$ cat src/rtl/host_if_bridge_pkg.sv
// Shared types and header field layout for the host ingress/egress bridge.
package host_if_bridge_pkg;

    localparam int unsigned MPU_W = 32;

    typedef logic [MPU_W-1:0] mpu_if_t;

    typedef enum logic [3:0] {
        OP_PROG = 4'd1,
        OP_DATA = 4'd2,
        OP_CTRL = 4'd3
    } host_op_t;

    // Header word layout: op in the top nibble, payload length in the low byte.
    localparam int unsigned HDR_OP_MSB = 31;
    localparam int unsigned HDR_OP_LSB = 28;
    localparam int unsigned HDR_LEN_W  = 8;

    function automatic logic op_legal(input logic [3:0] op);
        return (op == OP_PROG) || (op == OP_DATA) || (op == OP_CTRL);
    endfunction

endpackage

$ cat src/rtl/host_if_bridge_if.sv
// Host command stream, engine request/response and status signals of the bridge.
interface host_if_bridge_if #(
    parameter int unsigned WIDTH_DATA = 32
);
    logic                        I_Host_Valid;
    logic [WIDTH_DATA-1:0]       I_Host_Data;
    logic                        O_Host_Ready;
    logic                        O_Req_IF;
    host_if_bridge_pkg::mpu_if_t O_Data_IF;
    logic                        I_Wait;
    logic                        I_Req_IF;
    host_if_bridge_pkg::mpu_if_t I_Data_IF;
    logic                        O_Rsp_Valid;
    logic [WIDTH_DATA-1:0]       O_Rsp_Data;
    logic                        I_Rsp_Ready;
    logic                        I_Clr;
    logic                        O_Err;
    logic                        O_Ovf;
    logic                        O_Busy;

    // Bridge side
    modport slave (
        input  I_Host_Valid, I_Host_Data, I_Wait, I_Req_IF, I_Data_IF, I_Rsp_Ready, I_Clr,
        output O_Host_Ready, O_Req_IF, O_Data_IF, O_Rsp_Valid, O_Rsp_Data, O_Err, O_Ovf, O_Busy
    );

    // Host / engine side
    modport master (
        output I_Host_Valid, I_Host_Data, I_Wait, I_Req_IF, I_Data_IF, I_Rsp_Ready, I_Clr,
        input  O_Host_Ready, O_Req_IF, O_Data_IF, O_Rsp_Valid, O_Rsp_Data, O_Err, O_Ovf, O_Busy
    );

endinterface

$ cat src/rtl/host_if_bridge_fifo.sv
// Synchronous FIFO with wrap-bit pointers; a push into a full FIFO is accepted when a pop
// frees the slot in the same cycle.
module host_if_bridge_fifo #(
    parameter int unsigned WIDTH = 32,
    parameter int unsigned DEPTH = 16
) (
    input  logic                     clock,
    input  logic                     reset,
    input  logic                     i_push,
    input  logic [WIDTH-1:0]         i_data,
    input  logic                     i_pop,
    output logic [WIDTH-1:0]         o_data,
    output logic                     o_full,
    output logic                     o_empty,
    output logic [$clog2(DEPTH):0]   o_count
);

    localparam int unsigned AW = $clog2(DEPTH);

    logic [WIDTH-1:0] r_mem [DEPTH];
    logic [AW:0]      r_wr_ptr;
    logic [AW:0]      r_rd_ptr;
    logic             w_do_push;
    logic             w_do_pop;

    assign o_empty   = (r_wr_ptr == r_rd_ptr);
    assign o_full    = (r_wr_ptr[AW] != r_rd_ptr[AW]) && (r_wr_ptr[AW-1:0] == r_rd_ptr[AW-1:0]);
    assign o_count   = r_wr_ptr - r_rd_ptr;
    assign o_data    = r_mem[r_rd_ptr[AW-1:0]];
    assign w_do_pop  = i_pop & ~o_empty;
    assign w_do_push = i_push & (~o_full | w_do_pop);

    // Storage write; contents need no reset because the pointers define validity.
    always_ff @(posedge clock) begin
        if (w_do_push) begin
            r_mem[r_wr_ptr[AW-1:0]] <= i_data;
        end
    end

    // Read/write pointer update.
    always_ff @(posedge clock) begin
        if (reset) begin
            r_wr_ptr <= '0;
            r_rd_ptr <= '0;
        end else begin
            if (w_do_push) r_wr_ptr <= r_wr_ptr + 1'b1;
            if (w_do_pop)  r_rd_ptr <= r_rd_ptr + 1'b1;
        end
    end

endmodule

$ cat src/rtl/host_if_bridge.sv
// Buffers whole host command packets and issues them to the engine, holding PROG packets
// until the engine waits for a program; buffers engine response words back to the host.
module host_if_bridge
    import host_if_bridge_pkg::*;
#(
    parameter int unsigned WIDTH_DATA = 32,
    parameter int unsigned DEPTH_CMD  = 16,
    parameter int unsigned DEPTH_RSP  = 16
) (
    input  logic            clock,
    input  logic            reset,
    host_if_bridge_if.slave bus
);

    localparam int unsigned CMD_AW = $clog2(DEPTH_CMD);
    localparam int unsigned RSP_AW = $clog2(DEPTH_RSP);

    localparam logic [1:0] ING_HDR  = 2'd0;
    localparam logic [1:0] ING_PAY  = 2'd1;
    localparam logic [1:0] ING_DISC = 2'd2;

    localparam logic [1:0] EGR_IDLE  = 2'd0;
    localparam logic [1:0] EGR_CHECK = 2'd1;
    localparam logic [1:0] EGR_SEND  = 2'd2;

    localparam logic [CMD_AW:0] PKT_ONE = 1;

    logic [1:0]            r_ing, w_ing_nxt;
    logic [1:0]            r_egr, w_egr_nxt;
    logic [HDR_LEN_W-1:0]  r_rem, w_rem_nxt;
    logic [HDR_LEN_W-1:0]  r_cnt, w_cnt_nxt;
    logic                  r_first, w_first_nxt;
    logic [CMD_AW:0]       r_pkt_cnt;
    logic                  r_err, r_ovf;

    logic                  w_host_ready, w_host_xfer;
    logic [3:0]            w_in_op;
    logic [HDR_LEN_W-1:0]  w_in_len;
    logic                  w_in_legal;
    logic                  w_cmd_push, w_cmd_pop, w_pkt_last, w_err_set, w_hdr_pop;
    logic [WIDTH_DATA-1:0] w_cmd_head;
    logic                  w_cmd_full, w_cmd_empty;
    logic [CMD_AW:0]       w_cmd_count;
    logic [3:0]            w_head_op;
    logic [HDR_LEN_W-1:0]  w_head_len;
    logic [WIDTH_DATA-1:0] w_rsp_head;
    logic                  w_rsp_full, w_rsp_empty, w_rsp_pop, w_ovf_set;
    logic [RSP_AW:0]       w_rsp_count;

    assign w_host_ready = (r_ing == ING_DISC) | ~w_cmd_full;
    assign w_host_xfer  = bus.I_Host_Valid & w_host_ready;
    assign w_in_op      = bus.I_Host_Data[HDR_OP_MSB:HDR_OP_LSB];
    assign w_in_len     = bus.I_Host_Data[HDR_LEN_W-1:0];
    assign w_in_legal   = op_legal(w_in_op) && (32'(w_in_len) <= DEPTH_CMD - 1);
    assign w_head_op    = w_cmd_head[HDR_OP_MSB:HDR_OP_LSB];
    assign w_head_len   = w_cmd_head[HDR_LEN_W-1:0];

    host_if_bridge_fifo #(
        .WIDTH (WIDTH_DATA),
        .DEPTH (DEPTH_CMD)
    ) u_cmd_fifo (
        .clock   (clock),
        .reset   (reset),
        .i_push  (w_cmd_push),
        .i_data  (bus.I_Host_Data),
        .i_pop   (w_cmd_pop),
        .o_data  (w_cmd_head),
        .o_full  (w_cmd_full),
        .o_empty (w_cmd_empty),
        .o_count (w_cmd_count)
    );

    host_if_bridge_fifo #(
        .WIDTH (WIDTH_DATA),
        .DEPTH (DEPTH_RSP)
    ) u_rsp_fifo (
        .clock   (clock),
        .reset   (reset),
        .i_push  (bus.I_Req_IF),
        .i_data  (bus.I_Data_IF),
        .i_pop   (w_rsp_pop),
        .o_data  (w_rsp_head),
        .o_full  (w_rsp_full),
        .o_empty (w_rsp_empty),
        .o_count (w_rsp_count)
    );

    // Ingress parser: write legal packets, drop malformed ones word by word.
    always_comb begin
        w_ing_nxt  = r_ing;
        w_rem_nxt  = r_rem;
        w_cmd_push = 1'b0;
        w_pkt_last = 1'b0;
        w_err_set  = 1'b0;
        case (r_ing)
            ING_HDR: begin
                if (w_host_xfer) begin
                    if (w_in_legal) begin
                        w_cmd_push = 1'b1;
                        if (w_in_len == '0) begin
                            w_pkt_last = 1'b1;
                        end else begin
                            w_rem_nxt = w_in_len;
                            w_ing_nxt = ING_PAY;
                        end
                    end else begin
                        w_err_set = 1'b1;
                        if (w_in_len != '0) begin
                            w_rem_nxt = w_in_len;
                            w_ing_nxt = ING_DISC;
                        end
                    end
                end
            end
            ING_PAY, ING_DISC: begin
                if (w_host_xfer) begin
                    w_cmd_push = (r_ing == ING_PAY);
                    if (r_rem == 8'd1) begin
                        w_pkt_last = (r_ing == ING_PAY);
                        w_ing_nxt  = ING_HDR;
                    end else begin
                        w_rem_nxt = r_rem - 8'd1;
                    end
                end
            end
            default: w_ing_nxt = ING_HDR;
        endcase
    end

    // Egress: wait for a complete packet, gate PROG on I_Wait, then stream it out.
    always_comb begin
        w_egr_nxt   = r_egr;
        w_cnt_nxt   = r_cnt;
        w_first_nxt = r_first;
        w_cmd_pop   = 1'b0;
        case (r_egr)
            EGR_IDLE: begin
                if (r_pkt_cnt != '0) w_egr_nxt = EGR_CHECK;
            end
            EGR_CHECK: begin
                if (!((w_head_op == OP_PROG) && !bus.I_Wait)) begin
                    w_cnt_nxt   = w_head_len;
                    w_first_nxt = 1'b1;
                    w_egr_nxt   = EGR_SEND;
                end
            end
            EGR_SEND: begin
                w_cmd_pop   = 1'b1;
                w_first_nxt = 1'b0;
                if (r_cnt == '0) begin
                    w_egr_nxt = (r_pkt_cnt > PKT_ONE) ? EGR_CHECK : EGR_IDLE;
                end else begin
                    w_cnt_nxt = r_cnt - 8'd1;
                end
            end
            default: w_egr_nxt = EGR_IDLE;
        endcase
    end

    assign w_hdr_pop = (r_egr == EGR_SEND) & r_first;
    assign w_rsp_pop = bus.I_Rsp_Ready & ~w_rsp_empty;
    assign w_ovf_set = bus.I_Req_IF & w_rsp_full & ~w_rsp_pop;

    // FSM and packet-count state.
    always_ff @(posedge clock) begin
        if (reset) begin
            r_ing     <= ING_HDR;
            r_rem     <= '0;
            r_egr     <= EGR_IDLE;
            r_cnt     <= '0;
            r_first   <= 1'b0;
            r_pkt_cnt <= '0;
        end else begin
            r_ing   <= w_ing_nxt;
            r_rem   <= w_rem_nxt;
            r_egr   <= w_egr_nxt;
            r_cnt   <= w_cnt_nxt;
            r_first <= w_first_nxt;
            if (w_pkt_last && !w_hdr_pop) begin
                r_pkt_cnt <= r_pkt_cnt + 1'b1;
            end else if (!w_pkt_last && w_hdr_pop) begin
                r_pkt_cnt <= r_pkt_cnt - 1'b1;
            end
        end
    end

    // Sticky error flags; a new event wins over a same-cycle clear.
    always_ff @(posedge clock) begin
        if (reset) begin
            r_err <= 1'b0;
            r_ovf <= 1'b0;
        end else begin
            r_err <= w_err_set | (r_err & ~bus.I_Clr);
            r_ovf <= w_ovf_set | (r_ovf & ~bus.I_Clr);
        end
    end

    assign bus.O_Host_Ready = w_host_ready;
    assign bus.O_Req_IF     = (r_egr == EGR_SEND);
    assign bus.O_Data_IF    = (r_egr == EGR_SEND) ? w_cmd_head : '0;
    assign bus.O_Rsp_Valid  = ~w_rsp_empty;
    assign bus.O_Rsp_Data   = w_rsp_empty ? '0 : w_rsp_head;
    assign bus.O_Err        = r_err;
    assign bus.O_Ovf        = r_ovf;
    assign bus.O_Busy       = (r_pkt_cnt != '0) | (r_egr != EGR_IDLE) | (r_ing != ING_HDR);

    // Occupancy can never exceed the storage depth.
    a_cmd_count: assert property (@(posedge clock) disable iff (reset)
        32'(w_cmd_count) <= DEPTH_CMD);
    a_rsp_count: assert property (@(posedge clock) disable iff (reset)
        32'(w_rsp_count) <= DEPTH_RSP);
    a_send_nonempty: assert property (@(posedge clock) disable iff (reset)
        (r_egr == EGR_SEND) |-> !w_cmd_empty);

endmodule

$ cat src/flat_wrapper.sv
// flat-port wrapper written by rule: the top's interface ports become plain ports
module host_if_bridge_flat import host_if_bridge_pkg::*;
#(
    parameter int unsigned WIDTH_DATA = 32,
    parameter int unsigned DEPTH_CMD  = 16,
    parameter int unsigned DEPTH_RSP  = 16
)
  (clock, reset, bus_I_Host_Valid, bus_I_Host_Data, bus_I_Wait, bus_I_Req_IF, bus_I_Data_IF, bus_I_Rsp_Ready, bus_I_Clr, bus_O_Host_Ready, bus_O_Req_IF, bus_O_Data_IF, bus_O_Rsp_Valid, bus_O_Rsp_Data, bus_O_Err, bus_O_Ovf, bus_O_Busy);
  host_if_bridge_if #(.WIDTH_DATA(WIDTH_DATA)) bus_i ();
  input  logic clock;
  input  logic reset;
  input wire logic [$bits(bus_i.I_Host_Valid)-1:0] bus_I_Host_Valid;
  input wire logic [$bits(bus_i.I_Host_Data)-1:0] bus_I_Host_Data;
  input wire logic [$bits(bus_i.I_Wait)-1:0] bus_I_Wait;
  input wire logic [$bits(bus_i.I_Req_IF)-1:0] bus_I_Req_IF;
  input wire logic [$bits(bus_i.I_Data_IF)-1:0] bus_I_Data_IF;
  input wire logic [$bits(bus_i.I_Rsp_Ready)-1:0] bus_I_Rsp_Ready;
  input wire logic [$bits(bus_i.I_Clr)-1:0] bus_I_Clr;
  output wire logic [$bits(bus_i.O_Host_Ready)-1:0] bus_O_Host_Ready;
  output wire logic [$bits(bus_i.O_Req_IF)-1:0] bus_O_Req_IF;
  output wire logic [$bits(bus_i.O_Data_IF)-1:0] bus_O_Data_IF;
  output wire logic [$bits(bus_i.O_Rsp_Valid)-1:0] bus_O_Rsp_Valid;
  output wire logic [$bits(bus_i.O_Rsp_Data)-1:0] bus_O_Rsp_Data;
  output wire logic [$bits(bus_i.O_Err)-1:0] bus_O_Err;
  output wire logic [$bits(bus_i.O_Ovf)-1:0] bus_O_Ovf;
  output wire logic [$bits(bus_i.O_Busy)-1:0] bus_O_Busy;
  assign bus_i.I_Host_Valid = bus_I_Host_Valid;
  assign bus_i.I_Host_Data = bus_I_Host_Data;
  assign bus_i.I_Wait = bus_I_Wait;
  assign bus_i.I_Req_IF = bus_I_Req_IF;
  assign bus_i.I_Data_IF = bus_I_Data_IF;
  assign bus_i.I_Rsp_Ready = bus_I_Rsp_Ready;
  assign bus_i.I_Clr = bus_I_Clr;
  assign bus_O_Host_Ready = bus_i.O_Host_Ready;
  assign bus_O_Req_IF = bus_i.O_Req_IF;
  assign bus_O_Data_IF = bus_i.O_Data_IF;
  assign bus_O_Rsp_Valid = bus_i.O_Rsp_Valid;
  assign bus_O_Rsp_Data = bus_i.O_Rsp_Data;
  assign bus_O_Err = bus_i.O_Err;
  assign bus_O_Ovf = bus_i.O_Ovf;
  assign bus_O_Busy = bus_i.O_Busy;
  host_if_bridge #(.WIDTH_DATA(WIDTH_DATA), .DEPTH_CMD(DEPTH_CMD), .DEPTH_RSP(DEPTH_RSP)) u_core (.clock(clock), .reset(reset), .bus(bus_i));
endmodule
$ cat config.mk
export PLATFORM = sky130hd
export DESIGN_NAME = host_if_bridge_flat
export DESIGN_NICKNAME = d
export VERILOG_FILES = /design/src/rtl/host_if_bridge_pkg.sv /design/src/rtl/host_if_bridge_if.sv /design/src/rtl/host_if_bridge_fifo.sv /design/src/rtl/host_if_bridge.sv /design/src/flat_wrapper.sv
export SDC_FILE = /design/constraint.sdc
export NUM_CORES = 1
export LEC_CHECK = 0
export ABC_AREA = 1
export ABC_CLOCK_PERIOD_IN_PS = 11500
export CAP_MARGIN = 20
export CORE_MARGIN = 4
export CORE_UTILIZATION = 40
export DETAILED_ROUTE_END_ITERATION = 8
export PLACE_DENSITY = 0.66
export SLEW_MARGIN = 20
export SYNTH_ARGS = -nofsm -noshare
export SYNTH_HDL_FRONTEND = slang
export SYNTH_SLANG_ARGS = --single-unit
export TNS_END_PERCENT = 20
$ cat constraint.sdc
create_clock -name clock -period 11.5 [get_ports clock]
set_clock_uncertainty 0.15 [all_clocks]
set_input_delay 2.875 -clock clock [delete_from_list [all_inputs] [get_ports clock]]
set_output_delay 2.875 -clock clock [all_outputs]
set_load 0.03 [all_outputs]
* Word-level counts from Yosys, hierarchy flattened *
Memories as Yosys holds them, arrays and structs flattened. A register that Yosys moved wholly into a read port is not among the register bits.
Index checks and enable logic that the tools add are counted.
W data, S select, Z words.

storage, ports and cells
  register bits after elaboration = 48
  RAM bits = 1024
  bits of input ports = 71
  output and inout bits = 70
  word-level logic and storage cells = 151
  memories = 2

memory list
  name                     depth  width  rd ports  clocked after Yosys merged registers in  write ports  RTL line                   text
  u_core.u_cmd_fifo.r_mem  16     32     1         1                                        1            host_if_bridge_fifo.sv:20  logic [WIDTH-1:0] r_mem [DEPTH];
  u_core.u_rsp_fifo.r_mem  16     32     1         1                                        1            host_if_bridge_fifo.sv:20

operators by class
  add/subtract/negate cells = 8
  order comparisons = 2
  equality and inequality tests = 25
  mux-type cells = 50
  bitwise logic cells = 24
  reduce and logical (&&, ||, !) cells = 28

operators by type and width
  cell                   count
  $mux W32               2
  $mux W8                8
  $pmux W8 S2            2
  $add A5 B1 Y5 const B  5
  $mux W1                18
  $mux W2                9
  $logic_not A8 Y1       2
  $mux W4                4
  $sub A8 B1 Y8 const B  2
  $and A1 B1 Y1          11
  $eq A5 B5 Y1           2
  $mux W5                2
  $ne A2 B1 Y1 const B   5
  $reduce_bool A2 Y1     5
  $eq A4 B1 Y1 const B   2
  $eq A4 B2 Y1 const B   2
  $eq A4 B4 Y1           2
  $eq A8 B1 Y1 const B   1
  $le A8 B4 Y1 const B   1
  $reduce_bool A8 Y1     1
  $or A1 B1 Y1           7
  $logic_and A1 B1 Y1    6
  $ne A2 B2 Y1 const B   3
  $not A1 Y1             6
  other kinds (19)       29

* Longest topological paths before layout *
Gate-level depths: netlist (run 1).

  word-level depth = 11
  depth in mapped cells = 15
  mapped depth without buffers = 14

* Hierarchy *
From an unflattened synthesis (run 1), not the netlist that was laid out.

unflattened totals
  cell total of the unflattened synthesis = 4263
  area, all modules = 46061.7 µm²

modules (own cells, without submodules)
  module                                   instances  cells each  area each (µm²)  seq. area each (µm²)
  host_if_bridge_fifo (u_core.u_cmd_fifo)  1          1912        21833.4          15655.0
  host_if_bridge_fifo (u_core.u_rsp_fifo)  1          1913        21773.4          15655.0
  host_if_bridge                           1          438         2454.9           560.5

* Least setup slack after synthesis (run 1) *
No wires, ideal clock.

  path kind = input-to-reg
  start = in bus_I_Host_Data[31]
  end = mem u_core.u_cmd_fifo.r_mem[0][0] (enable)
  setup time = 0.421 ns
  arrival time = 5.294 ns
  data required time = 10.929 ns
  slack = 5.635 ns
  stages = 9
  buffers on the path = 0
  path through = nor3_1 nand4_1 o21ai_0 nand2_1 nor2_1 nand2_1 inv_1 nand2_1 nor2_1

on the way
  word-level cells in the longest chain between the ends = 10
  elaborated cells between the ends (all ways) = 12
  classes of those cells = eq/ne (3); mux (5); bitwise (1); reduce/logical (3)

RTL lines
  what                                          RTL line                   text
  from (decl)                                   flat_wrapper.sv:13         input wire logic [$bits(bus_i.I_Host_Data)-1:0] bus_I_Host_Data;
  $eq A4 B1 Y1 or $eq A4 B2 Y1 (tied branches)  host_if_bridge_pkg.sv:20   return (op == OP_PROG) || (op == OP_DATA) || (op == OP_CTRL);
  $logic_or A1 B1 Y1                            host_if_bridge_pkg.sv:20
  $logic_or A1 B1 Y1 (*)                        host_if_bridge_pkg.sv:20
  $logic_and A1 B1 Y1 (*)                       host_if_bridge.sv:54       assign w_in_legal = op_legal(w_in_op) && (32'(w_in_len) <= DEPTH_CMD - 1);
  $mux W1 (*)                                   host_if_bridge.sv:98       if (w_in_legal) begin
  $mux W1 (*)                                   host_if_bridge.sv:97       if (w_host_xfer) begin
  $pmux W1 S2 (*)                               host_if_bridge.sv:95       case (r_ing)
  $and A1 B1 Y1 (*)                             host_if_bridge_fifo.sv:31  assign w_do_push = i_push & (~o_full | w_do_pop);
  $mux W1 (*)                                   host_if_bridge_fifo.sv:35  if (w_do_push) begin
  $mux W1 (not written as such) (*)             host_if_bridge_fifo.sv:36  r_mem[r_wr_ptr[AW-1:0]] <= i_data;
  to (decl)                                     host_if_bridge_fifo.sv:20

Mark *: on every way between the ends. The rest lies on a longest branch, timed or not.

==> results.py, run 1 <==
metrics = {
    "outcome": {
        "status": "finished, final reports clean",
    },
    "final_layout": {
        "final_cells": 4912,
        "layout.nets": 3511,
        "final_layout_size_suffix_gt1_share_pct": 7.387,
        "fin_area_um2": 50220,
        "fillers": 9200,
        "syn2layout_area_growth_pct": 15.05,
    },
    "placement": {
        "dp.cells": 4702,
        "gp_congestion": 0.7841,
        "hpwlAfterDp_um": 55990,
        "placed_cell_area_um2": 46680,
        "port-buffer-count": 140,
    },
    "detailed_routing": {
        "first_pass_iters": 5,
        "num_vias": 27127,
        "detail-route-antenna-nets": 0,
        "drtIter0Drc": 2750,
        "wire_per_inst_um": 22.02,
        "wirelength_um": 108200,
        "drc": 0,
        "via_per_inst": 5.523,
    },
    "setup_path": {
        "crit_slowest_cell": "buf_4",
        "reg2reg_slack_ps": 7180,
        "worstReg2RegEnd": "u_core.r_cnt[1]$_SDFFE_PP0P_",
        "cp.required_ps": 8480,
        "arrival_ps": 5350,
        "rr_worst_depth": 13,
        "endpoint_kind": "output pin",
        "crit_chain": "inv_6, buf_4, buf_4, nor2_1, nor2_1, o21ai_0, o211ai_1, nand3_1, a21oi_1, clkdlybuf4s50_1",
        "cp_slowest_stage_delay_ps": 800,
        "start_kind": "flop",
        "worst-setup-path-type": "flop to output pin",
        "worst-path-max-fanout": 96,
    },
    "floorplan": {
        "start_util_pct": 40.55,
        "core-area_um2": 107700,
        "dieHeight_um": 338.4,
        "die-area_um2": 114500,
        "rows": 120,
        "io_pins": 141,
        "die_w_um": 338.4,
    },
    "sta": {
        "fmax_ghz": 0.1195,
        "final.period_utilization_pct": 72.78,
        "timing.hold.ws_ps": 301.3,
        "finalSetupTns_ps": 0,
        "max-slew-margin-rel_pct": 25.22,
        "final_max_slew_viol_count": 0,
        "tightest_slew_ps": 1122,
        "hold_violations": 0,
        "rsz0062_at_grt": "no",
        "fin_crit_ps": 8370,
        "finalSetupViolCount": 0,
    },
    "clock_tree": {
        "cts.reportedPaths.clkPinSlew_ps": 60,
        "cts_tree": "yes",
        "cts_resized": 0,
        "h-tree-depth": 3,
        "clockRootBuffer": "clkbuf_16",
        "cts_buffers": 110,
        "clockBufferDepth": 3,
        "clock_latency_ps": 690,
        "hold_buffers": 0,
        "numClockSinks": 1080,
        "post_cts_buffers": 0,
    },
    "global_routing": {
        "grt_max_degree": 240,
        "grt_pass1_wl_um": 161400,
        "gr-usage-all-layers_pct": 18.31,
        "antenna_found_initial": 10,
        "grt.overflow.total": 0,
        "first_global_vias": 26138,
    },
    "logic_synthesis": {
        "synth_top_area_cell": "edfxtp_1",
        "synth_cells": 3318,
        "synthesis.area_um2": 43650,
        "yosysUniqueCellTypes": 35,
        "synth_top_area_share_pct": 70.44,
        "synth-seq-cells": 1080,
        "synthTopCellsByArea": "edfxtp_1 70%, o21ai_0 4.5%, o211ai_1 3.1%",
        "yosysWarningCount": 0,
        "yosysSeqAreaShare_pct": 73.01,
        "synth_fp_nets": 3417,
        "syn_avg_cell_area_um2": 13.16,
    },
    "power_and_ir_drop": {
        "leakage_nw": 16.54,
        "max-vdd-ir-drop_mv": 0.1397,
        "power.total_mw": 8.882,
        "power.density_nw_per_um2": 176.8,
    },
    "min_path": {
        "holdPathEnd": "u_core.r_pkt_cnt[4]$_SDFFE_PP0P_",
        "hp-start": "u_core.r_pkt_cnt[4]$_SDFFE_PP0P_",
        "min_path_type": "flop to flop",
        "hold_depth": 1,
    },
    "flow_run": {
        "max_cap_viol_count": 0,
    },
}
[logic make-up (layout without fill, tap and decap cells)]
group | Yosys count | count (layout) | synth area share, %
adders and majority gates | 28 | 28 | 0.8025
AOI/OAI and AO/OA | 916 | 916 | 12.15
DFF | 1080 | 1080 | 73.01
other | 0 | 3 | 0
muxes | 128 | 128 | 2.935
and+or+nand+nor | 708 | 708 | 6.707
xor gates and xnor gates | 17 | 17 | 0.3411
buffers and inverters | 441 | 629 | 4.056
[placed cells by master (no fill, tap or decap), types with 3 or more instances in the layout]
| cell type | instances |
|---|---|
| a21oi_1 | 245 |
| buf_16 | 5 |
| buf_4 | 48 |
| bufinv_16 | 9 |
| clkbuf_1 | 17 |
| clkbuf_16 | 112 |
| clkdlybuf4s50_1 | 140 |
| clkinv_1 | 40 |
| clkinv_2 | 20 |
| clkinv_8 | 3 |
| dfxtp_1 | 48 |
| dfxtp_2 | 3 |
| dfxtp_4 | 5 |
| diode_2 | 3 |
| edfxtp_1 | 1024 |
| ha_1 | 28 |
| inv_1 | 219 |
| inv_2 | 4 |
| inv_6 | 3 |
| mux2i_1 | 128 |
| nand2_1 | 180 |
| nand3_1 | 167 |
| nand4_1 | 8 |
| nor2_1 | 305 |
| nor2_4 | 32 |
| nor3_1 | 4 |
| o211ai_1 | 181 |
| o21a_1 | 3 |
| o21ai_0 | 395 |
| o21ai_1 | 5 |
| o221ai_1 | 60 |
| o22ai_1 | 24 |
| xnor2_1 | 3 |
| xor2_1 | 14 |
[worst max-delay path by stage]
stage                   startpoint                                      end  slack, ps  cells after the start
2_1_floorplan  bus_I_Host_Data[31]  u_core.u_cmd_fifo.r_mem[0][0]$_DFFE_PP_       5640                      9
3_3_place_gp                  flop                         bus_O_Data_IF[1]       3910                     10
3_5_place_dp                  flop                         bus_O_Data_IF[1]       3930                     10
4_1_cts                       flop                         bus_O_Data_IF[1]       3170                     10
5_1_grt                       flop                         bus_O_Data_IF[1]       2770                     10
6_report                      flop                         bus_O_Data_IF[1]       3130                     10
[synth_stat cells]
cell type,n
buf_6,4
nand3_1,167
inv_2,4
dfxtp_1,56
xor2_1,14
xnor2_1,3
buf_1,15
edfxtp_1,1024
nand2_1,180
and3_1,1
o21a_1,3
buf_4,11
a21oi_1,245
nor3_1,4
ha_1,28
nand4_1,8
or2_2,2
nand3_2,1
clkbuf_1,148
nor4_1,2
o211ai_1,181
nor2_1,337
a31oi_1,2
buf_2,35
o22ai_1,24
o221ai_1,60
nand2_2,2
mux2i_1,128
nand2b_1,1
nor3b_1,2
o21ai_0,395
o21ai_1,5
nor2_2,1
a21boi_0,1
inv_1,224
[through the flow]
| step | setup slack (ps) | util, % |
|---|---|---|
| 2_1_floorplan | 5635 | - |
| 3_3_place_gp | 3910 | 43.24 |
| 3_5_place_dp | 3927 | 43.36 |
| 4_1_cts | 3173 | 46.62 |
| 5_1_grt | 2767 | 46.65 |
| 6_report | 3130 | 46.65 |
[state kept, by name, summed over array words and instances, names as in the netlist, named ones only]
name and cells:
u_core.r_cnt 8, u_core.u_rsp_fifo.r_rd_ptr 5, u_core.u_cmd_fifo.r_rd_ptr 5, u_core.r_pkt_cnt 5
u_core.r_rem 8, u_core.r_egr 2, u_core.u_cmd_fifo.r_wr_ptr 5, u_core.r_first 1
u_core.r_ing 2, u_core.u_rsp_fifo.r_mem 512, u_core.bus.O_Ovf 1, u_core.u_rsp_fifo.r_wr_ptr 5
u_core.bus.O_Err 1, u_core.u_cmd_fifo.r_mem 512
[layer usage]
layer  track usage, %  wire length [um]
met4            5.678              2717
met1            24.89             45790
met3            3.897              8431
met5                0                71
met2            29.66             51170
[worst max-delay path: cells and delay by family (launching register included)]
kind / cells / cell delay, ps
buffers and inverters: 4 / 2820
flip-flops: 1 / 620
AO/OA/AOI/OAI: 3 / 570
AND/OR/NAND/NOR: 3 / 370
[power by group]
part           internal, mW  leakage [nW]  switching, mW
combinational         0.355          5.14          0.660
clock                  1.98          1.71           1.48
sequential             4.35          9.69         0.0595
[final cells by class]
class                   count  area (um^2)  share of cell area [%]
clock inverters            77        644.4                   1.283
diodes                      3        7.507                 0.01495
flip-flops and latches   1080        31890                   63.50
inverters                 228        864.6                   1.721
repair buffers            195         1939                   3.861
multi-input cells        1797        10250                   20.42
clock buffers             129         2867                   5.707
well taps                1403         1755                   3.495
No activity file was read; power rests on OpenSTA's default activity.
==> run 2, diff against run 1 <==
--- a/config.mk
+++ b/config.mk
@@ -6,12 +6,12 @@
 export NUM_CORES = 1
 export LEC_CHECK = 0
 export ABC_AREA = 1
-export ABC_CLOCK_PERIOD_IN_PS = 11500
+export ABC_CLOCK_PERIOD_IN_PS = 7000
 export CAP_MARGIN = 20
 export CORE_MARGIN = 4
 export CORE_UTILIZATION = 40
 export DETAILED_ROUTE_END_ITERATION = 8
-export PLACE_DENSITY = 0.66
+export PLACE_DENSITY = 0.68
 export SLEW_MARGIN = 20
 export SYNTH_ARGS = -nofsm -noshare
 export SYNTH_HDL_FRONTEND = slang
==> constraint.sdc (replaced) <==
create_clock -name clock -period 7 [get_ports clock]
set_clock_uncertainty 0.15 [all_clocks]
set_input_delay 1.75 -clock clock [delete_from_list [all_inputs] [get_ports clock]]
set_output_delay 1.75 -clock clock [all_outputs]
set_load 0.03 [all_outputs]
==> run 2 against run 1 <==
  * Setup slack got worse by 2300 ps
  * Utilization about the same
  * Cell count increased by 0.14%
  * Die area unchanged
  * Via count down 0.52%
  * Flip-flop and latch count stayed put
  * Combinational power is 68% higher
  * Worst hold slack better by 12 ps
  * Cell area about the same
  * Critical path type unchanged
==> results.py, run 2 (same netlist as run 1, synthesis figures left out) <==
metrics = {
    "global_routing": {
        "gr-usage-all-layers_pct": 17.95,
        "first_global_vias": 26304,
        "grt_pass1_wl_um": 159800,
        "grt_max_degree": 133,
        "grt_util_met3_pct": 3.769,
        "grt.overflow.total": 0,
        "gr-max-usage-layer": "met2",
        "antenna_found_initial": 10,
        "met1_usage_pct": 24.56,
        "use_met2_pct": 29.05,
    },
    "floorplan": {
        "dieHeight_um": 338.4,
        "die_w_um": 338.4,
        "io_pins": 141,
        "die-area_um2": 114500,
        "rows": 120,
        "start_util_pct": 40.55,
        "core-area_um2": 107700,
    },
    "final_layout": {
        "final_layout_size_suffix_gt1_share_pct": 7.546,
        "syn2layout_area_growth_pct": 15.05,
        "mostFrequentLayoutCells": "1024 x edfxtp_1, 395 x o21ai_0, 305 x nor2_1",
        "fin_area_um2": 50220,
        "utilization_pct": 46.65,
        "layout.nets": 3524,
        "final_common_cell": "edfxtp_1",
    },
    "setup_path": {
        "crit_buf_inv": 3,
        "arrival_ps": 4250,
        "worst-setup-path-type": "flop to output pin",
        "worst-path-max-fanout": 63,
        "endpoint_kind": "output pin",
        "start_kind": "flop",
        "cp_slowest_stage_delay_ps": 840,
        "cp.required_ps": 5100,
        "crit_family": "buffers and inverters",
        "crit_slowest_cell": "clkinv_2",
        "crit_chain": "clkinv_2, buf_4, nor2_1, o21ai_0, o211ai_1, nand3_1, a21oi_1, clkdlybuf4s50_1",
    },
    "clock_tree": {
        "h-tree-depth": 3,
        "cts_resized": 0,
        "hold_buffers": 0,
        "cts.reportedPaths.clkPinSlew_ps": 60,
        "clock_latency_ps": 700,
        "post_cts_buffers": 0,
        "numClockSinks": 1080,
        "cts_tree": "yes",
        "clockBufferDepth": 3,
        "clockRootBuffer": "clkbuf_16",
        "cts_buffers": 107,
    },
    "sta": {
        "final.period_utilization_pct": 87.86,
        "fin_crit_ps": 6150,
        "rsz0062_at_grt": "no",
        "hold_violations": 0,
        "max-slew-margin-rel_pct": 28.01,
        "tightest_slew_ps": 1080,
        "timing.hold.ws_ps": 313.7,
        "finalSetupViolCount": 0,
        "fmax_ghz": 0.1626,
        "finalSetupTns_ps": 0,
        "final_max_slew_viol_count": 0,
    },
    "outcome": {
        "status": "finished, final reports clean",
    },
    "detailed_routing": {
        "drc": 0,
        "num_vias": 26986,
        "via_per_inst": 5.486,
        "wirelength_um": 105800,
        "drtIter0Drc": 2783,
        "wire_per_inst_um": 21.50,
        "detail-route-antenna-nets": 0,
        "first_pass_iters": 7,
    },
    "power_and_ir_drop": {
        "leakage_nw": 16.55,
        "power.total_mw": 14.44,
        "power.density_nw_per_um2": 287.5,
        "max-vdd-ir-drop_mv": 0.2561,
    },
    "placement": {
        "hpwlAfterDp_um": 57180,
        "placed_cell_area_um2": 46780,
        "gp_congestion": 0.7921,
        "port-buffer-count": 140,
    },
    "flow_run": {
        "max_cap_viol_count": 0,
    },
    "min_path": {
        "hp-start": "u_core.r_pkt_cnt[4]$_SDFFE_PP0P_",
        "min_path_type": "flop to flop",
    },
}
==> run 2: cell count changes in the layout (fill, tap and decap cells not counted), moves of 2 or more <==
| cell | delta |
|---|---|
| clkbuf_1 | +7 |
| inv_16 | +2 |
| buf_4 | +13 |
| clkinv_1 | -6 |
| buf_16 | -3 |
| buf_12 | +5 |
| clkinv_2 | -6 |
| clkbuf_16 | -4 |
==> run 2: stage by stage <==
stage,instances,setup WS [ps]
floorplan,3318,2260
detailed placement,4717,1092
global placement,4717,1121
global route,4915,550.9
finish,4919,849.5
CTS,4913,770.7
==> run 2: worst paths after layout <==
kind / to / slack (ps) / cells after the start
min reg2reg: u_core.r_pkt_cnt[4]$_SDFFE_PP0P_ / 310 / 1
max reg2reg: u_core.r_cnt[1]$_SDFFE_PP0P_ / 3120 / 12
max: bus_O_Data_IF[4] / 850 / 8
min: u_core.r_pkt_cnt[4]$_SDFFE_PP0P_ / 310 / 1
==> run 2: layout make-up <==
| type | instances | area [um^2] |
|---|---|---|
| Antenna cell | 4 | 10.01 |
| Clock inverter | 64 | 585.6 |
| Clock buffer | 132 | 2793 |
| Sequential cell | 1080 | 31900 |
| Multi-Input combinational cell | 1797 | 10250 |
| Fill cell | 9265 | 57430 |
| Inverter | 228 | 864.6 |
| Timing Repair Buffer | 211 | 2066 |
| Tap cell | 1403 | 1755 |
==> run 2: power by group <==
part | internal [mW] | switching [mW]
sequential | 7.14 | 0.0664
combinational | 0.595 | 1.11
clock | 3.13 | 2.39
==> run 2: metal layers <==
metal,wire (um),vias to the layer above
met5,45,-
met4,2560,8
met3,8312,188
met2,50130,1021
met1,44720,13261
li1,-,12508
